--- src/rtl/rv32im_alu_decode_stage_if.sv ---
// Fetch-side and execute-side handshake bundle of the RV32IM decode stage.
// The slave modport is the decode stage; the master modport is its environment
// (fetch drives the instruction side, execute drives out_ready).
interface rv32im_alu_decode_stage_if;
  logic [31:0] instr_in;
  logic [31:0] pc_in;
  logic        in_valid;
  logic        in_ready;
  logic        flush;
  logic        out_valid;
  logic        out_ready;
  logic [4:0]  alu_select;
  logic        op1_sel;
  logic        op2_sel;
  logic [31:0] imm;
  logic [4:0]  rs1_addr;
  logic [4:0]  rs2_addr;
  logic [4:0]  rd_addr;
  logic [2:0]  funct3_out;
  logic        reg_write_en;
  logic        mem_read;
  logic        mem_write;
  logic        branch;
  logic        jump;
  logic        illegal;
  logic [31:0] pc_out;

  modport master (
    output instr_in, pc_in, in_valid, flush, out_ready,
    input  in_ready, out_valid, alu_select, op1_sel, op2_sel, imm,
           rs1_addr, rs2_addr, rd_addr, funct3_out, reg_write_en,
           mem_read, mem_write, branch, jump, illegal, pc_out
  );

  modport slave (
    input  instr_in, pc_in, in_valid, flush, out_ready,
    output in_ready, out_valid, alu_select, op1_sel, op2_sel, imm,
           rs1_addr, rs2_addr, rd_addr, funct3_out, reg_write_en,
           mem_read, mem_write, branch, jump, illegal, pc_out
  );
endinterface

--- src/rtl/rv32im_alu_decode_stage.sv ---
// RV32IM decode stage: turns one instruction per accepted beat into the ALU
// select code, operand selects, immediate, register indices and class flags.
// One output register plus a one-entry skid keeps full throughput with a
// registered in_ready; flush and reset empty both entries.
module rv32im_alu_decode_stage #(
  parameter int XLEN    = 32,
  parameter bit SKID_EN = 1'b1
) (
  input logic                      clk,
  input logic                      rst_n,
  rv32im_alu_decode_stage_if.slave bus
);

  localparam logic [6:0] OPC_OP     = 7'b0110011;
  localparam logic [6:0] OPC_OP_IMM = 7'b0010011;
  localparam logic [6:0] OPC_LUI    = 7'b0110111;
  localparam logic [6:0] OPC_AUIPC  = 7'b0010111;
  localparam logic [6:0] OPC_JAL    = 7'b1101111;
  localparam logic [6:0] OPC_JALR   = 7'b1100111;
  localparam logic [6:0] OPC_LOAD   = 7'b0000011;
  localparam logic [6:0] OPC_STORE  = 7'b0100011;
  localparam logic [6:0] OPC_BRANCH = 7'b1100011;

  localparam logic [4:0] SEL_ADD = 5'b00000;
  localparam logic [4:0] SEL_SUB = 5'b00010;
  localparam logic [4:0] SEL_SRA = 5'b10110;

  typedef struct packed {
    logic [4:0]      alu_select;
    logic            op1_sel;
    logic            op2_sel;
    logic [XLEN-1:0] imm;
    logic [4:0]      rs1_addr;
    logic [4:0]      rs2_addr;
    logic [4:0]      rd_addr;
    logic [2:0]      funct3;
    logic            reg_write_en;
    logic            mem_read;
    logic            mem_write;
    logic            branch;
    logic            jump;
    logic            illegal;
    logic [XLEN-1:0] pc;
  } bundle_t;

  // M-extension codes: MULHSU and MULHU do not follow funct3 order.
  function automatic logic [4:0] mul_select(input logic [2:0] f3);
    case (f3)
      3'b000:  mul_select = 5'b00001;
      3'b001:  mul_select = 5'b00101;
      3'b010:  mul_select = 5'b01101;
      3'b011:  mul_select = 5'b01001;
      3'b100:  mul_select = 5'b10001;
      3'b101:  mul_select = 5'b10101;
      3'b110:  mul_select = 5'b11001;
      default: mul_select = 5'b11101;
    endcase
  endfunction

  logic [31:0] instr;
  logic [6:0]  opcode;
  logic [6:0]  f7;
  logic [2:0]  f3;
  logic [31:0] imm_i, imm_s, imm_b, imm_u, imm_j, imm_sh;

  assign instr  = bus.instr_in;
  assign opcode = instr[6:0];
  assign f7     = instr[31:25];
  assign f3     = instr[14:12];
  assign imm_i  = {{20{instr[31]}}, instr[31:20]};
  assign imm_s  = {{20{instr[31]}}, instr[31:25], instr[11:7]};
  assign imm_b  = {{19{instr[31]}}, instr[31], instr[7], instr[30:25], instr[11:8], 1'b0};
  assign imm_u  = {instr[31:12], 12'h000};
  assign imm_j  = {{11{instr[31]}}, instr[31], instr[19:12], instr[20], instr[30:21], 1'b0};
  assign imm_sh = {27'd0, instr[24:20]};

  // ---- stage 0: combinational decode of the offered instruction ----
  bundle_t dec_p0;
  logic    wr_p0;

  // Decode instruction class, ALU select and immediate; illegal kills all side effects.
  always_comb begin
    dec_p0          = '0;
    wr_p0           = 1'b0;
    dec_p0.rs1_addr = instr[19:15];
    dec_p0.rs2_addr = instr[24:20];
    dec_p0.rd_addr  = instr[11:7];
    dec_p0.funct3   = f3;
    dec_p0.pc       = bus.pc_in;
    case (opcode)
      OPC_OP: begin
        wr_p0 = 1'b1;
        if (f7 == 7'b0000000)
          dec_p0.alu_select = {f3, 2'b00};
        else if (f7 == 7'b0100000 && (f3 == 3'b000 || f3 == 3'b101))
          dec_p0.alu_select = {f3, 2'b10};
        else if (f7 == 7'b0000001)
          dec_p0.alu_select = mul_select(f3);
        else
          dec_p0.illegal = 1'b1;
      end
      OPC_OP_IMM: begin
        wr_p0             = 1'b1;
        dec_p0.op2_sel    = 1'b1;
        dec_p0.alu_select = {f3, 2'b00};
        dec_p0.imm        = imm_i;
        // Shifts carry only shamt; the upper field selects logical vs arithmetic.
        if (f3 == 3'b001) begin
          dec_p0.imm = imm_sh;
          if (f7 != 7'b0000000) dec_p0.illegal = 1'b1;
        end else if (f3 == 3'b101) begin
          dec_p0.imm = imm_sh;
          if (f7 == 7'b0100000)      dec_p0.alu_select = SEL_SRA;
          else if (f7 != 7'b0000000) dec_p0.illegal = 1'b1;
        end
      end
      OPC_LUI: begin
        wr_p0           = 1'b1;
        dec_p0.rs1_addr = 5'd0;
        dec_p0.op2_sel  = 1'b1;
        dec_p0.imm      = imm_u;
      end
      OPC_AUIPC: begin
        wr_p0          = 1'b1;
        dec_p0.op1_sel = 1'b1;
        dec_p0.op2_sel = 1'b1;
        dec_p0.imm     = imm_u;
      end
      OPC_JAL: begin
        wr_p0          = 1'b1;
        dec_p0.op1_sel = 1'b1;
        dec_p0.op2_sel = 1'b1;
        dec_p0.jump    = 1'b1;
        dec_p0.imm     = imm_j;
      end
      OPC_JALR: begin
        wr_p0          = 1'b1;
        dec_p0.op2_sel = 1'b1;
        dec_p0.jump    = 1'b1;
        dec_p0.imm     = imm_i;
      end
      OPC_LOAD: begin
        wr_p0           = 1'b1;
        dec_p0.op2_sel  = 1'b1;
        dec_p0.mem_read = 1'b1;
        dec_p0.imm      = imm_i;
      end
      OPC_STORE: begin
        dec_p0.op2_sel   = 1'b1;
        dec_p0.mem_write = 1'b1;
        dec_p0.imm       = imm_s;
      end
      OPC_BRANCH: begin
        dec_p0.alu_select = SEL_SUB;
        dec_p0.branch     = 1'b1;
        dec_p0.imm        = imm_b;
      end
      default: dec_p0.illegal = 1'b1;
    endcase
    if (dec_p0.illegal) begin
      dec_p0.alu_select = SEL_ADD;
      wr_p0             = 1'b0;
      dec_p0.mem_read   = 1'b0;
      dec_p0.mem_write  = 1'b0;
      dec_p0.branch     = 1'b0;
      dec_p0.jump       = 1'b0;
    end
    dec_p0.reg_write_en = wr_p0 & (dec_p0.rd_addr != 5'd0);
  end

  // ---- stage 1: output register and skid entry ----
  bundle_t out_p1;
  bundle_t skid_p1;
  logic    vld_p1;
  logic    skid_vld_p1;
  logic    out_load;
  logic    accept;

  assign bus.in_ready = SKID_EN ? ~skid_vld_p1 : (bus.out_ready | ~vld_p1);
  assign out_load     = ~vld_p1 | bus.out_ready;
  assign accept       = bus.in_valid & bus.in_ready;

  // Output loads from skid first (order), else from decode; stalled accepts park in skid.
  always_ff @(posedge clk or negedge rst_n) begin
    if (!rst_n) begin
      vld_p1      <= 1'b0;
      skid_vld_p1 <= 1'b0;
      out_p1      <= '0;
      skid_p1     <= '0;
    end else if (bus.flush) begin
      vld_p1      <= 1'b0;
      skid_vld_p1 <= 1'b0;
    end else if (out_load) begin
      if (skid_vld_p1) begin
        out_p1      <= skid_p1;
        vld_p1      <= 1'b1;
        skid_vld_p1 <= 1'b0;
      end else begin
        vld_p1 <= accept;
        if (accept) out_p1 <= dec_p0;
      end
    end else if (accept && SKID_EN) begin
      skid_p1     <= dec_p0;
      skid_vld_p1 <= 1'b1;
    end
  end

  assign bus.out_valid    = vld_p1;
  assign bus.alu_select   = out_p1.alu_select;
  assign bus.op1_sel      = out_p1.op1_sel;
  assign bus.op2_sel      = out_p1.op2_sel;
  assign bus.imm          = out_p1.imm;
  assign bus.rs1_addr     = out_p1.rs1_addr;
  assign bus.rs2_addr     = out_p1.rs2_addr;
  assign bus.rd_addr      = out_p1.rd_addr;
  assign bus.funct3_out   = out_p1.funct3;
  assign bus.reg_write_en = out_p1.reg_write_en;
  assign bus.mem_read     = out_p1.mem_read;
  assign bus.mem_write    = out_p1.mem_write;
  assign bus.branch       = out_p1.branch;
  assign bus.jump         = out_p1.jump;
  assign bus.illegal      = out_p1.illegal;
  assign bus.pc_out       = out_p1.pc;

endmodule

--- src/flat_wrapper.sv ---
// flat-port wrapper written by rule: the top's interface ports become plain ports
module rv32im_alu_decode_stage_flat 
#(
  parameter int XLEN    = 32,
  parameter bit SKID_EN = 1'b1
)
  (clk, rst_n, bus_instr_in, bus_pc_in, bus_in_valid, bus_flush, bus_out_ready, bus_in_ready, bus_out_valid, bus_alu_select, bus_op1_sel, bus_op2_sel, bus_imm, bus_rs1_addr, bus_rs2_addr, bus_rd_addr, bus_funct3_out, bus_reg_write_en, bus_mem_read, bus_mem_write, bus_branch, bus_jump, bus_illegal, bus_pc_out);
  rv32im_alu_decode_stage_if bus_i ();
  input logic clk;
  input logic rst_n;
  input wire logic [$bits(bus_i.instr_in)-1:0] bus_instr_in;
  input wire logic [$bits(bus_i.pc_in)-1:0] bus_pc_in;
  input wire logic [$bits(bus_i.in_valid)-1:0] bus_in_valid;
  input wire logic [$bits(bus_i.flush)-1:0] bus_flush;
  input wire logic [$bits(bus_i.out_ready)-1:0] bus_out_ready;
  output wire logic [$bits(bus_i.in_ready)-1:0] bus_in_ready;
  output wire logic [$bits(bus_i.out_valid)-1:0] bus_out_valid;
  output wire logic [$bits(bus_i.alu_select)-1:0] bus_alu_select;
  output wire logic [$bits(bus_i.op1_sel)-1:0] bus_op1_sel;
  output wire logic [$bits(bus_i.op2_sel)-1:0] bus_op2_sel;
  output wire logic [$bits(bus_i.imm)-1:0] bus_imm;
  output wire logic [$bits(bus_i.rs1_addr)-1:0] bus_rs1_addr;
  output wire logic [$bits(bus_i.rs2_addr)-1:0] bus_rs2_addr;
  output wire logic [$bits(bus_i.rd_addr)-1:0] bus_rd_addr;
  output wire logic [$bits(bus_i.funct3_out)-1:0] bus_funct3_out;
  output wire logic [$bits(bus_i.reg_write_en)-1:0] bus_reg_write_en;
  output wire logic [$bits(bus_i.mem_read)-1:0] bus_mem_read;
  output wire logic [$bits(bus_i.mem_write)-1:0] bus_mem_write;
  output wire logic [$bits(bus_i.branch)-1:0] bus_branch;
  output wire logic [$bits(bus_i.jump)-1:0] bus_jump;
  output wire logic [$bits(bus_i.illegal)-1:0] bus_illegal;
  output wire logic [$bits(bus_i.pc_out)-1:0] bus_pc_out;
  assign bus_i.instr_in = bus_instr_in;
  assign bus_i.pc_in = bus_pc_in;
  assign bus_i.in_valid = bus_in_valid;
  assign bus_i.flush = bus_flush;
  assign bus_i.out_ready = bus_out_ready;
  assign bus_in_ready = bus_i.in_ready;
  assign bus_out_valid = bus_i.out_valid;
  assign bus_alu_select = bus_i.alu_select;
  assign bus_op1_sel = bus_i.op1_sel;
  assign bus_op2_sel = bus_i.op2_sel;
  assign bus_imm = bus_i.imm;
  assign bus_rs1_addr = bus_i.rs1_addr;
  assign bus_rs2_addr = bus_i.rs2_addr;
  assign bus_rd_addr = bus_i.rd_addr;
  assign bus_funct3_out = bus_i.funct3_out;
  assign bus_reg_write_en = bus_i.reg_write_en;
  assign bus_mem_read = bus_i.mem_read;
  assign bus_mem_write = bus_i.mem_write;
  assign bus_branch = bus_i.branch;
  assign bus_jump = bus_i.jump;
  assign bus_illegal = bus_i.illegal;
  assign bus_pc_out = bus_i.pc_out;
  rv32im_alu_decode_stage #(.XLEN(XLEN), .SKID_EN(SKID_EN)) u_core (.clk(clk), .rst_n(rst_n), .bus(bus_i));
endmodule
--- config.mk ---
export PLATFORM = sky130hd
export DESIGN_NAME = rv32im_alu_decode_stage_flat
export DESIGN_NICKNAME = d
export VERILOG_FILES = /design/src/rtl/rv32im_alu_decode_stage_if.sv /design/src/rtl/rv32im_alu_decode_stage.sv /design/src/flat_wrapper.sv
export SDC_FILE = /design/constraint.sdc
export NUM_CORES = 1
export LEC_CHECK = 0
export CELL_PAD_IN_SITES_DETAIL_PLACEMENT = 0
export CELL_PAD_IN_SITES_GLOBAL_PLACEMENT = 2
export CORE_ASPECT_RATIO = 0.75
export CORE_MARGIN = 4
export CORE_UTILIZATION = 29
export CTS_BUF_LIST = sky130_fd_sc_hd__clkbuf_16
export DETAILED_ROUTE_END_ITERATION = 10
export GPL_TIMING_DRIVEN = 0
export PLACE_DENSITY_LB_ADDON = 0.1
export SETUP_SLACK_MARGIN = 0.4
export SLEW_MARGIN = 20
export SYNTH_ARGS = -nofsm -noshare
export SYNTH_HDL_FRONTEND = slang
export SYNTH_SLANG_ARGS = --single-unit
--- constraint.sdc ---
create_clock -name clk -period 1.5 [get_ports clk]
set_input_delay 0.3 -clock clk [delete_from_list [all_inputs] [get_ports clk]]
set_output_delay 0.3 -clock clk [all_outputs]
set_load 0.02 [all_outputs]
==> metrics.txt <==
RSZ-0062 raised after global routing true; fin nets ~1,300; largest area contributor in the netlist dfrtp_1; # clock sinks 192; Reg2Reg Launch Point u_core.skid_vld_p1; Cell Area, Synth 0.00859 sq mm; vias in the first global route between 7,000 and 8,000; sequential cell area fraction in the yosys report 55.9%; Layout Area Growth over Synthesis 73.2%; crit path kind reg2out; vias about 8,000; HPWL Detailed 21,500 um; setup ws final -173 ps; Die W around 210 um; share of the synthesized area in the top cell type 55.9%; Syn Nets 994; count leader, synth nand2_1; CTS Buf Count 17; gr ovfl total 0; layout cell share with drive strength beyond 1 48.6%; Reg2Reg Depth 5; Detail Route Antenna Nets 0; max cap viols 0; DR WL/cell 20.4 um; final setup TNS -11,950 ps; IO buf count 161; Synth Register Bits about 190; WHS -263 ps; largest net degree at the start of global routing 73; area of the die 0.0325 sq mm; ys async rst share 100%; DR iter-0 viols 343; Worst-path clk slew 80 ps; Core ar. 0.0291 sq mm; Syn. warnings 0; worst skew pair latency approximately 440 ps; Crit. End Element output pin; Syn Inst Count 925; status finished, violations left; fmax 598 MHz; H-tree depth 4; CP Data Required Time between 1000 and 1500 ps; Syn Area/Cell 9.29 sq um; Worst Path Arrival 1370 ps; r2r setup slk -160 ps; Post-synth EDFFs 0; failing checks negative hold slack, negative setup slack; CP cell instances buf_12 > inv_12 > clkbuf_16 > buf_12 > buf_8; Root Driver clkbuf_16; drt drc 0; worst clock skew 9.40 ps; top cells by area, synth dfrtp_1 (56%), nand2_1 (12%), o21ai_0 (6.3%), mux2i_1 (5.5%), a21oi_1 (3.3%); Synth cell types 56; peak supply drop 807 uV; synth cell count leaders nand2_1 (284), dfrtp_1 (192), o21ai_0 (108); initial antenna violation count 1; final wirelength roughly 34,000 um; dominant synthesized flop cell dfrtp_1; CP Launch Type flip-flop; Hold Violations, Final 67; crit-path max cell delay 370 ps; IO Pins 166; GP Congestion slightly below 0.8; DIE HEIGHT 157 um; most used cell, CP buf_12; FF-to-FF End u_core.skid_p1[34]; fin crit share 112%; Slew Limit Fails 0; hold crit path type in2async; CTS Buffer Depth 2; Core Util, Final 51.1%; leakage power 6.64 nW; drt via density 4.86; PwrDens 1040 mW/mm^2; crit-path max FO 4; post-layout min period 1670 ps; final setup violation count 167; Worst path slowest cell dfrtp_1; Total GRT Usage 19.7%; Worst slew margin 66.7%; Slew @ Worst Pin between 400 and 500 ps; # rows 54; first-pass GRT wire length 48,200 um; CTS tree done; Initial Util 29.5%; drt pass-1 iters 5
[registers in the layout (all words and copies together) (netlist names)]
register and cells:
u_core.bus.imm 32, u_core.bus.rs1_addr 5, u_core.bus.mem_write 1, u_core.bus.op2_sel 1
u_core.bus.rs2_addr 5, u_core.bus.out_valid 1, u_core.bus.pc_out 32, u_core.bus.reg_write_en 1
u_core.bus.branch 1, u_core.bus.rd_addr 5, u_core.bus.op1_sel 1, u_core.bus.mem_read 1
u_core.bus.funct3_out 3, u_core.bus.jump 1, u_core.skid_p1 95, u_core.bus.alu_select 5
u_core.skid_vld_p1 1, u_core.bus.illegal 1
[kinds of logic (layout without fill, tap and decap cells)]
kind of cell    count (synthesis)  after routing  synth area share [%]
simple gates                  399            399                  20.4
compound gates                218            218                  14.7
flops                         192            192                  55.9
buf+inv                        67            396                  3.26
mux                            48             48                  5.61
xor+xnor                        1              1                 0.102
other cells                     0              1                     0
[cells in the final DEF (no fill, tap or decap), types with 12 or more instances in the layout]
cell type	n
buf_4	110
a21oi_1	24
nor2_4	23
buf_6	114
o21ai_1	66
dfrtp_1	190
a21oi_2	32
or3_1	16
buf_8	13
nand2_4	35
clkbuf_16	44
o21ai_2	40
buf_12	22
mux2i_1	46
nand2_2	75
nand2_1	172
o211ai_1	12
clkdlybuf4s50_1	46
[what timing repair did]
| action | in CTS | in global routing |
|---|---|---|
| gates resized for setup | 498 | 645 |
| gates cloned | 9 | 16 |
| hold endpoints to repair | 67 | 67 |
| setup buffers | 47 | 64 |
| setup endpoints to repair | 287 | 290 |
| pin swaps | 53 | 74 |
[critical path, delay by kind of cell (launching register included)]
kind / cells / cell delay (ps)
buffers and inverters: 5 / 550
flip-flops: 1 / 370
[report_power, final]
part           switching, mW  internal [mW]  total, mW
combinational           1.90           2.09       3.98
sequential             0.575           5.96       6.54
clock                   2.18           2.79       4.98
total                   4.66           10.8       15.5
[metrics by stage]
step	hold slack (ps)	area (sq um)	total power, mW	instances	setup slack, ps
floorplan	4.41	8950	7.82	925	-185
global placement	455	11100	9.24	1478	-9580
detailed placement	303	11100	9.28	1480	-1260
CTS	-178	12800	14.5	1566	-199
global route	-239	14900	16.2	1647	-220
finish	-263	14900	15.5	1647	-173
[routing by layer]
metal | part of all wire, % | track usage (%) | routed length (um) | vias to the layer above
met3 | 4.7 | 4.26 | 1590 | 28
met1 | 51 | 30.9 | 17200 | 4031
met2 | 43 | 27.8 | 14400 | 136
li1 | - | - | - | 3802
met4 | 1.2 | 3.84 | 412 | 0
met5 | 0 | 0 | 0 | -
[cell type report]
class | count | area [sq um]
clock inverter | 13 | 185
tap | 392 | 490
timing repair buffer | 299 | 3270
clock buffer | 17 | 425
multi-input combinational | 666 | 4720
antenna | 1 | 2.50
inverter | 3 | 23.8
sequential | 192 | 4810
buffer | 64 | 951
fill | 2733 | 14200
[worst max path at each step]
stage | startpoint | to | slack [ps] | cells after the start
3_3_place_gp | rst_n | u_core.bus.out_valid | -9580 | 1
3_5_place_dp | bus_instr_in[1] | u_core.skid_p1[72] | -1260 | 7
6_report | u_core.skid_vld_p1 | bus_in_ready | -170 | 5
2_1_floorplan | bus_instr_in[13] | u_core.skid_p1[92] | -190 | 7
4_1_cts | u_core.skid_vld_p1 | bus_in_ready | -200 | 5
5_1_grt | u_core.skid_vld_p1 | bus_in_ready | -220 | 5
(Power assumes the default switching activity.)
